$ cat src/rtl/stack.sv
// stack: synchronous LIFO of DEPTH words of WIDTH bits.
// Data_Out is a registered pop result; Full/Empty decode the occupancy count.
module stack #(
    parameter int unsigned WIDTH = 4,
    parameter int unsigned DEPTH = 8
) (
    input  logic             Clk,
    input  logic             RstN,
    input  logic [WIDTH-1:0] Data_In,
    input  logic             Push,
    input  logic             Pop,
    output logic [WIDTH-1:0] Data_Out,
    output logic             Full,
    output logic             Empty
);

    localparam int unsigned AW = $clog2(DEPTH);
    localparam int unsigned CW = AW + 1;

    logic [CW-1:0]    count;
    logic [WIDTH-1:0] mem [DEPTH];

    logic          pop_ok;
    logic          push_ok;
    logic          swap_ok;
    logic          wr_en;
    logic [AW-1:0] top_idx;
    logic [AW-1:0] wr_idx;

    // Status decode and operation qualification.
    // Push+Pop on a non-empty stack replaces the top entry in place;
    // on an empty stack it degenerates to a plain push.
    always_comb begin
        Full    = (count == CW'(DEPTH));
        Empty   = (count == '0);
        pop_ok  = Pop && !Empty;
        swap_ok = Push && Pop && !Empty;
        push_ok = Push && (Pop ? Empty : !Full);
        top_idx = AW'(count - CW'(1));
        wr_idx  = swap_ok ? top_idx : AW'(count);
        wr_en   = RstN && (push_ok || swap_ok);
    end

    // Occupancy counter; changes only for a push-only or pop-only operation.
    always_ff @(posedge Clk or negedge RstN) begin
        if (!RstN) begin
            count <= '0;
        end else if (push_ok) begin
            count <= count + CW'(1);
        end else if (pop_ok && !Push) begin
            count <= count - CW'(1);
        end
    end

    // Registered read of the top entry on every successful pop.
    always_ff @(posedge Clk or negedge RstN) begin
        if (!RstN) begin
            Data_Out <= '0;
        end else if (pop_ok) begin
            Data_Out <= mem[top_idx];
        end
    end

    // Storage array; contents survive reset and are don't-care above count.
    always_ff @(posedge Clk) begin
        if (wr_en) begin
            mem[wr_idx] <= Data_In;
        end
    end

endmodule

$ cat config.mk
export PLATFORM = sky130hd
export DESIGN_NAME = stack
export DESIGN_NICKNAME = d
export VERILOG_FILES = /design/src/rtl/stack.sv
export SDC_FILE = /design/constraint.sdc
export NUM_CORES = 1
export LEC_CHECK = 0
export CAP_MARGIN = 10
export CORE_MARGIN = 2
export CORE_UTILIZATION = 45
export CTS_CLUSTER_DIAMETER = 200
export DETAILED_ROUTE_END_ITERATION = 16
export GPL_TIMING_DRIVEN = 1
export PLACE_DENSITY_LB_ADDON = 0.1
export SKIP_LAST_GASP = 1
export SLEW_MARGIN = 20
export SYNTH_ARGS = -nofsm -noshare
export SYNTH_HDL_FRONTEND = slang
export SYNTH_SLANG_ARGS = --single-unit
$ cat constraint.sdc
create_clock -name Clk -period 3.88 [get_ports Clk]
set_input_delay 0.776 -clock Clk [delete_from_list [all_inputs] [get_ports Clk]]
set_output_delay 0.776 -clock Clk [all_outputs]
set_load 0.01 [all_outputs]
# After elaboration in Yosys (flattened, before gate mapping)

Memory sizes are Yosys's and may differ from the RTL's. A register that Yosys moved wholly into a read port is not among the register bits.
Index checks and enable logic that the tools add are counted.

Divide/modulo/power cells: 0
Shifts and indexed selects: 0
Reductions and logical operators: 13
Bitwise operators: 0
Order comparisons: 0
Add/subtract/negate cells: 2
Multiply operators: 0
Eq/ne operators: 1
Multiplexer cells: 6

Operators with widths:

| kind                                                               | number |
|---|---|
| 4-bit two-way mux                                                  | 2 |
| 1-bit logical AND                                                  | 6 |
| 4-bit by 1-bit adder with 4-bit output, second input constant      | 1 |
| 4-bit == test, second input constant                               | 1 |
| 1-bit zero test                                                    | 4 |
| 4-bit zero test                                                    | 1 |
| 4-bit by 1-bit subtractor with 4-bit output, second input constant | 1 |
| 1-bit two-way mux                                                  | 3 |
| 3-bit two-way mux                                                  | 1 |
| 2-bit nonzero test                                                 | 1 |
| 1-bit logical OR                                                   | 1 |

Memories kept: 1
Word-level logic and storage cells: 24
Flip-flop bits (word level): 4
Bits in read-only memories: 0
Output and inout bits: 6
RAM bits: 32
Bits in latches: 0

Memory list:

| name | words | bits a word | rd ports | clocked after memory_dff | wr ports | RTL line | text |
|---|---|---|---|---|---|---|---|
| mem  | 8     | 4           | 1        | 1                        | 1        | 21       | `logic [WIDTH-1:0] mem [DEPTH];` |

# Longest topological paths before layout

Depth in word-level cells: 8
Gate-level depth with buffers: 9
Mapped depth without buffers: 7

# Worst setup path after synthesis

Ideal clock, no wire load.

Path kind: reg2reg
Start point: register count[0]
End point: memory mem[1][0] (enable)
Cell stages (with the launch flop): 9
Arrival: 1.941 ns
Slack: 1.609 ns
Setup time: 0.329 ns
Path buffers: 1
Data required time: 3.551 ns
Cell sequence: dfrtp_1 -> buf_6 -> clkinv_1 -> ha_1 -> nor2b_4 -> and2_4 -> a2111oi_4 -> mux2i_1 -> nor2_1

Word-level cells in the longest chain between the ends: 8
Elaborated cells on any way between the ends: 13
Classes of those cells: 1 x add/sub; 1 x eq/ne; 4 x mux; 7 x reduce/logical

RTL lines:

| what                                    | RTL line | text |
|---|---|---|
| start: declaration                      | 20       | `logic [CW-1:0] count;` |
| start signal: assignment                | 49       | `count <= count + CW'(1);` |
| start signal: assignment                | 51       | `count <= count - CW'(1);` |
| 4-bit == test                           | 34       | `Full = (count == CW'(DEPTH));` |
| named net Full                          | 13       | `output logic Full,` |
| 1-bit zero test                         | 38       | `push_ok = Push && (Pop ? Empty : !Full);` |
| 1-bit two-way mux                       | 38       |  |
| 1-bit logical AND                       | 38       |  |
| 1-bit logical OR                        | 41       | `wr_en = RstN && (push_ok \|\| swap_ok);` |
| 1-bit logical AND                       | 41       |  |
| 1-bit two-way mux                       | 66       | `if (wr_en) begin` |
| 1-bit two-way mux (implied by the code) | 67       | `mem[wr_idx] <= Data_In;` |
| end: declaration                        | 21       |  |

The timed path passes the listed nets, and every way through them passes these cells.

# Final worst setup path

Start point: register count[0]
End point: output port Full

Word-level cells in the longest chain between the ends: 1

RTL lines:

| what             | RTL line |
|---|---|
| 4-bit == test    | 34 |
| end: declaration | 13 |

No other way between the ends.

==> tab_implementation.tex <==
\begin{tabular}{lr}
\hline
Metric & Value \\
\hline
\multicolumn{2}{l}{\textbf{Flow run}} \\
Max capacitance violation total & 0 \\
\multicolumn{2}{l}{\textbf{STA}} \\
RSZ-0062 raised after global routing & no \\
Clock period minus worst slack & 3016 ps \\
Relative max-transition margin & 43.92\% \\
Setup TNS after final layout & 0 ps \\
Least-Margin Pin Slew & 841.1 ps \\
Total of endpoints with negative setup slack in the final report & 0 \\
Highest Clock Rate & 0.3316 GHz \\
Final worst path period share & 77.73\% \\
Final setup slack of the worst path & 864.0 ps \\
Count of final hold-check violations & 0 \\
Pins Over Slew Limit & 0 \\
Post-Route Skew & 2.444 ps \\
Worst hold slack after final layout & 494.6 ps \\
\multicolumn{2}{l}{\textbf{Routing}} \\
Post-route ant nets & 0 \\
Via count & 1110 \\
DRC violations left & 0 \\
Post-DR wirelength/cell & 17.40 µm \\
Drt via density & 5.550 \\
Drt first-iter violations & 85 \\
Number of search-and-repair iterations in the first detailed-routing pass & 4 \\
Wire length after detailed routing & 3.480 mm \\
\multicolumn{2}{l}{\textbf{Die}} \\
Core Region & 4029 µm² \\
Die ar. & 4733 µm² \\
Number of top-level pins & 14 \\
Die extent in x & 68.80 µm \\
Die Ht & 68.80 µm \\
Site row count & 23 \\
Starting density of the core & 46.89\% \\
\multicolumn{2}{l}{\textbf{Logic synthesis}} \\
Synthesized net count & 146 \\
Most area-consuming cells after synthesis & sky130\_fd\_sc\_hd\_\_edfxtp\_1, sky130\_fd\_sc\_hd\_\_dfrtp\_1, sky130\_fd\_sc\_hd\_\_mux2i\_1, sky130\_fd\_sc\_hd\_\_mux2\_2, sky130\_fd\_sc\_hd\_\_nand2\_1 \\
Synth Cell Area & 1889 µm² \\
Cell type contributing the most total cell area after synthesis & sky130\_fd\_sc\_hd\_\_edfxtp\_1 \\
Number of distinct library cells after synthesis & 33 \\
Yosys top cell area share & 50.86\% \\
Register bit total from synthesis & 40 \\
Avg Cell Area, Syn & 13.99 µm² \\
Share of the yosys chip area belonging to registers & 61.46\% \\
Gate count after technology mapping & 135 \\
Number of synthesis warnings & 0 \\
\multicolumn{2}{l}{\textbf{CTS}} \\
Clock-pin slew reported for the worst setup and hold paths after clock tree synthesis & 70 ps \\
Hold-fix buffers, CTS & 0 \\
CTS root buffer & sky130\_fd\_sc\_hd\_\_clkbuf\_8 \\
H-tree depth & 2 \\
CTS sink cnt & 40 \\
Resized Gates After CTS & 0 \\
Setup Buffers After CTS & 0 \\
TritonCTS clock tree & yes \\
Buffer depth of the longest clock path & 2 \\
Cts bufs inserted & 5 \\
Clk Latency, worst-skew pair & 290 ps \\
\multicolumn{2}{l}{\textbf{Finish}} \\
Most frequent cells in the layout & sky130\_fd\_sc\_hd\_\_edfxtp\_1, sky130\_fd\_sc\_hd\_\_mux2i\_1, sky130\_fd\_sc\_hd\_\_nand2\_1, sky130\_fd\_sc\_hd\_\_clkdlybuf4s50\_1, sky130\_fd\_sc\_hd\_\_nor2\_1 \\
Commonest non-fill, non-tap cell in the layout & sky130\_fd\_sc\_hd\_\_edfxtp\_1 \\
Antenna Cells & 0 \\
Fraction of layout cells with a size suffix above 1 & 15.33\% \\
Number of non-filler instances in the completed layout & 200 \\
Nets@finish & 160 \\
Signed area change from the synthesized netlist to the final layout & 13.31\% \\
Fillers & 343 \\
\multicolumn{2}{l}{\textbf{Min path}} \\
Hold/Removal Path Class & register to register \\
\multicolumn{2}{l}{\textbf{Placed design}} \\
Post-placement setup slack & 1021 ps \\
\# placed instances & 192 \\
Number of buffer cells added on primary ports & 13 \\
Weighted congestion at the end of routability-driven global placement & 0.8097 \\
Estimated wirelength of the detail-placed design & 2.556 mm \\
\multicolumn{2}{l}{\textbf{Critical path}} \\
Max Fanout on Critical Path & 8 \\
Nature of the critical path endpoint & output port \\
Classification of the worst setup path & register to output port \\
Critical path data arrival time & 2240 ps \\
Type of element launching the critical path & register \\
Data required time at the worst endpoint & 3100 ps \\
\multicolumn{2}{l}{\textbf{Global route}} \\
First-pass GRT wire length & 5.651 mm \\
Antenna violations before repair & 0 \\
Largest net degree at the start of global routing & 21 \\
Total routing usage reported by global routing & 17.14\% \\
Vias in the first global route & 1108 \\
GRT Residual Overflow & 0 \\
\multicolumn{2}{l}{\textbf{Pwr}} \\
Leakage power & 0.7582 nW \\
Maximum ir drop on the vdd rail & 337.3 µV \\
Tot Pwr & 1.668 mW \\
Power density over the cells & 779.1 nW/µm² \\
\multicolumn{2}{l}{\textbf{Status}} \\
Status & completed \\
\hline
\end{tabular}
-- metrics by stage --
step | utilization [%] | cell area [µm²]
after floorplan | - | 1889
after global placement | 50.47 | 2033
after detailed placement | 50.47 | 2033
after CTS | 53.14 | 2141
after global routing | 53.14 | 2141
final | 53.14 | 2141
-- flip-flops by register name (all words and copies together), names as in the netlist --
signal    count
count         4
Data_Out      4
mem          32
-- cell type report --
cell class | count | area [µm²] | area share (%)
Timing Repair Buffer | 13 | 130.1 | 6.078
Inverter | 5 | 18.77 | 0.8767
Multi-Input combinational cell | 84 | 660.6 | 30.86
Tap cell | 50 | 62.56 | 2.922
Sequential cell | 40 | 1161 | 54.24
Clock buffer | 6 | 72.57 | 3.390
Clock inverter | 2 | 35.03 | 1.636
-- power by group --
| part | leakage [nW] | switching, mW | internal (mW) |
|---|---|---|---|
| clock | 0.0552 | 0.136 | 0.191 |
| sequential | 0.384 | 0.0738 | 0.540 |
| combinational | 0.319 | 0.388 | 0.339 |
-- worst paths after layout --
path / start / to / slack, ps / depth (start not counted)
setup / recovery: count[0]$_DFFE_PN0P_ / Full / 860 / 5
hold / removal: Data_Out[1]$_DFFE_PN0P_ / Data_Out[1]$_DFFE_PN0P_ / 490 / 2
setup reg to reg: count[0]$_DFFE_PN0P_ / mem[1][1]$_DFFE_PP_ / 1000 / 5
hold reg to reg: Data_Out[1]$_DFFE_PN0P_ / Data_Out[1]$_DFFE_PN0P_ / 490 / 2
max in group asynchronous: RstN / Data_Out[0]$_DFFE_PN0P_ / 2760 / 1
min in group asynchronous: RstN / count[1]$_DFFE_PN0P_ / 810 / 1
-- worst max-delay path: stages (launching register included) --
cell	delay, ps
sky130_fd_sc_hd__dfrtp_1	500
sky130_fd_sc_hd__clkinv_1	290
sky130_fd_sc_hd__ha_1	350
sky130_fd_sc_hd__nor2b_4	160
sky130_fd_sc_hd__and2_4	190
sky130_fd_sc_hd__clkdlybuf4s50_1	470
-- kinds of logic after synthesis --
family,share of synthesized area [%]
flip-flops,61.46
buffers and inverters,3.575
XOR/XNOR,1.855
AO/OA/AOI/OAI,9.670
multiplexers,12.19
adder cells (fa/ha/maj),1.987
AND/OR/NAND/NOR,9.273
-- routing by layer --
| metal | routed length (µm) | GRT usage, % | vias to the layer above |
|---|---|---|---|
| met5 | 0 | 0 | - |
| met4 | 27 | 4.412 | 0 |
| met3 | 111 | 5.357 | 4 |
| met2 | 1751 | 28.13 | 20 |
| met1 | 1589 | 22.10 | 552 |
| li1 | - | - | 534 |
-- cells in the mapped netlist --
library cell                count
sky130_fd_sc_hd__a22oi_1        4
sky130_fd_sc_hd__a2111oi_4      1
sky130_fd_sc_hd__nor3_4         1
sky130_fd_sc_hd__o32ai_2        1
sky130_fd_sc_hd__nand2_2        1
sky130_fd_sc_hd__nor3_1         2
sky130_fd_sc_hd__clkbuf_2       1
sky130_fd_sc_hd__ha_1           3
sky130_fd_sc_hd__edfxtp_1      32
sky130_fd_sc_hd__inv_1          4
sky130_fd_sc_hd__nand2b_2       1
sky130_fd_sc_hd__nor2b_4        1
sky130_fd_sc_hd__xnor2_1        2
sky130_fd_sc_hd__dfrtp_1        8
sky130_fd_sc_hd__clkinv_1       1
sky130_fd_sc_hd__mux2_2         8
sky130_fd_sc_hd__buf_6          3
sky130_fd_sc_hd__nand2_1       13
sky130_fd_sc_hd__o32ai_1        1
sky130_fd_sc_hd__nor2_1        10
sky130_fd_sc_hd__and2_4         1
sky130_fd_sc_hd__o211ai_1       1
sky130_fd_sc_hd__nand4_1        1
sky130_fd_sc_hd__mux2i_1       14
sky130_fd_sc_hd__nor3b_1        1
sky130_fd_sc_hd__buf_2          2
sky130_fd_sc_hd__o221ai_1       4
sky130_fd_sc_hd__xor2_1         2
sky130_fd_sc_hd__a211oi_1       1
sky130_fd_sc_hd__o21ai_1        4
sky130_fd_sc_hd__o21ai_0        4
sky130_fd_sc_hd__a311o_1        1
sky130_fd_sc_hd__or4_4          1
Note: power is estimated with default switching activity, not from simulation.
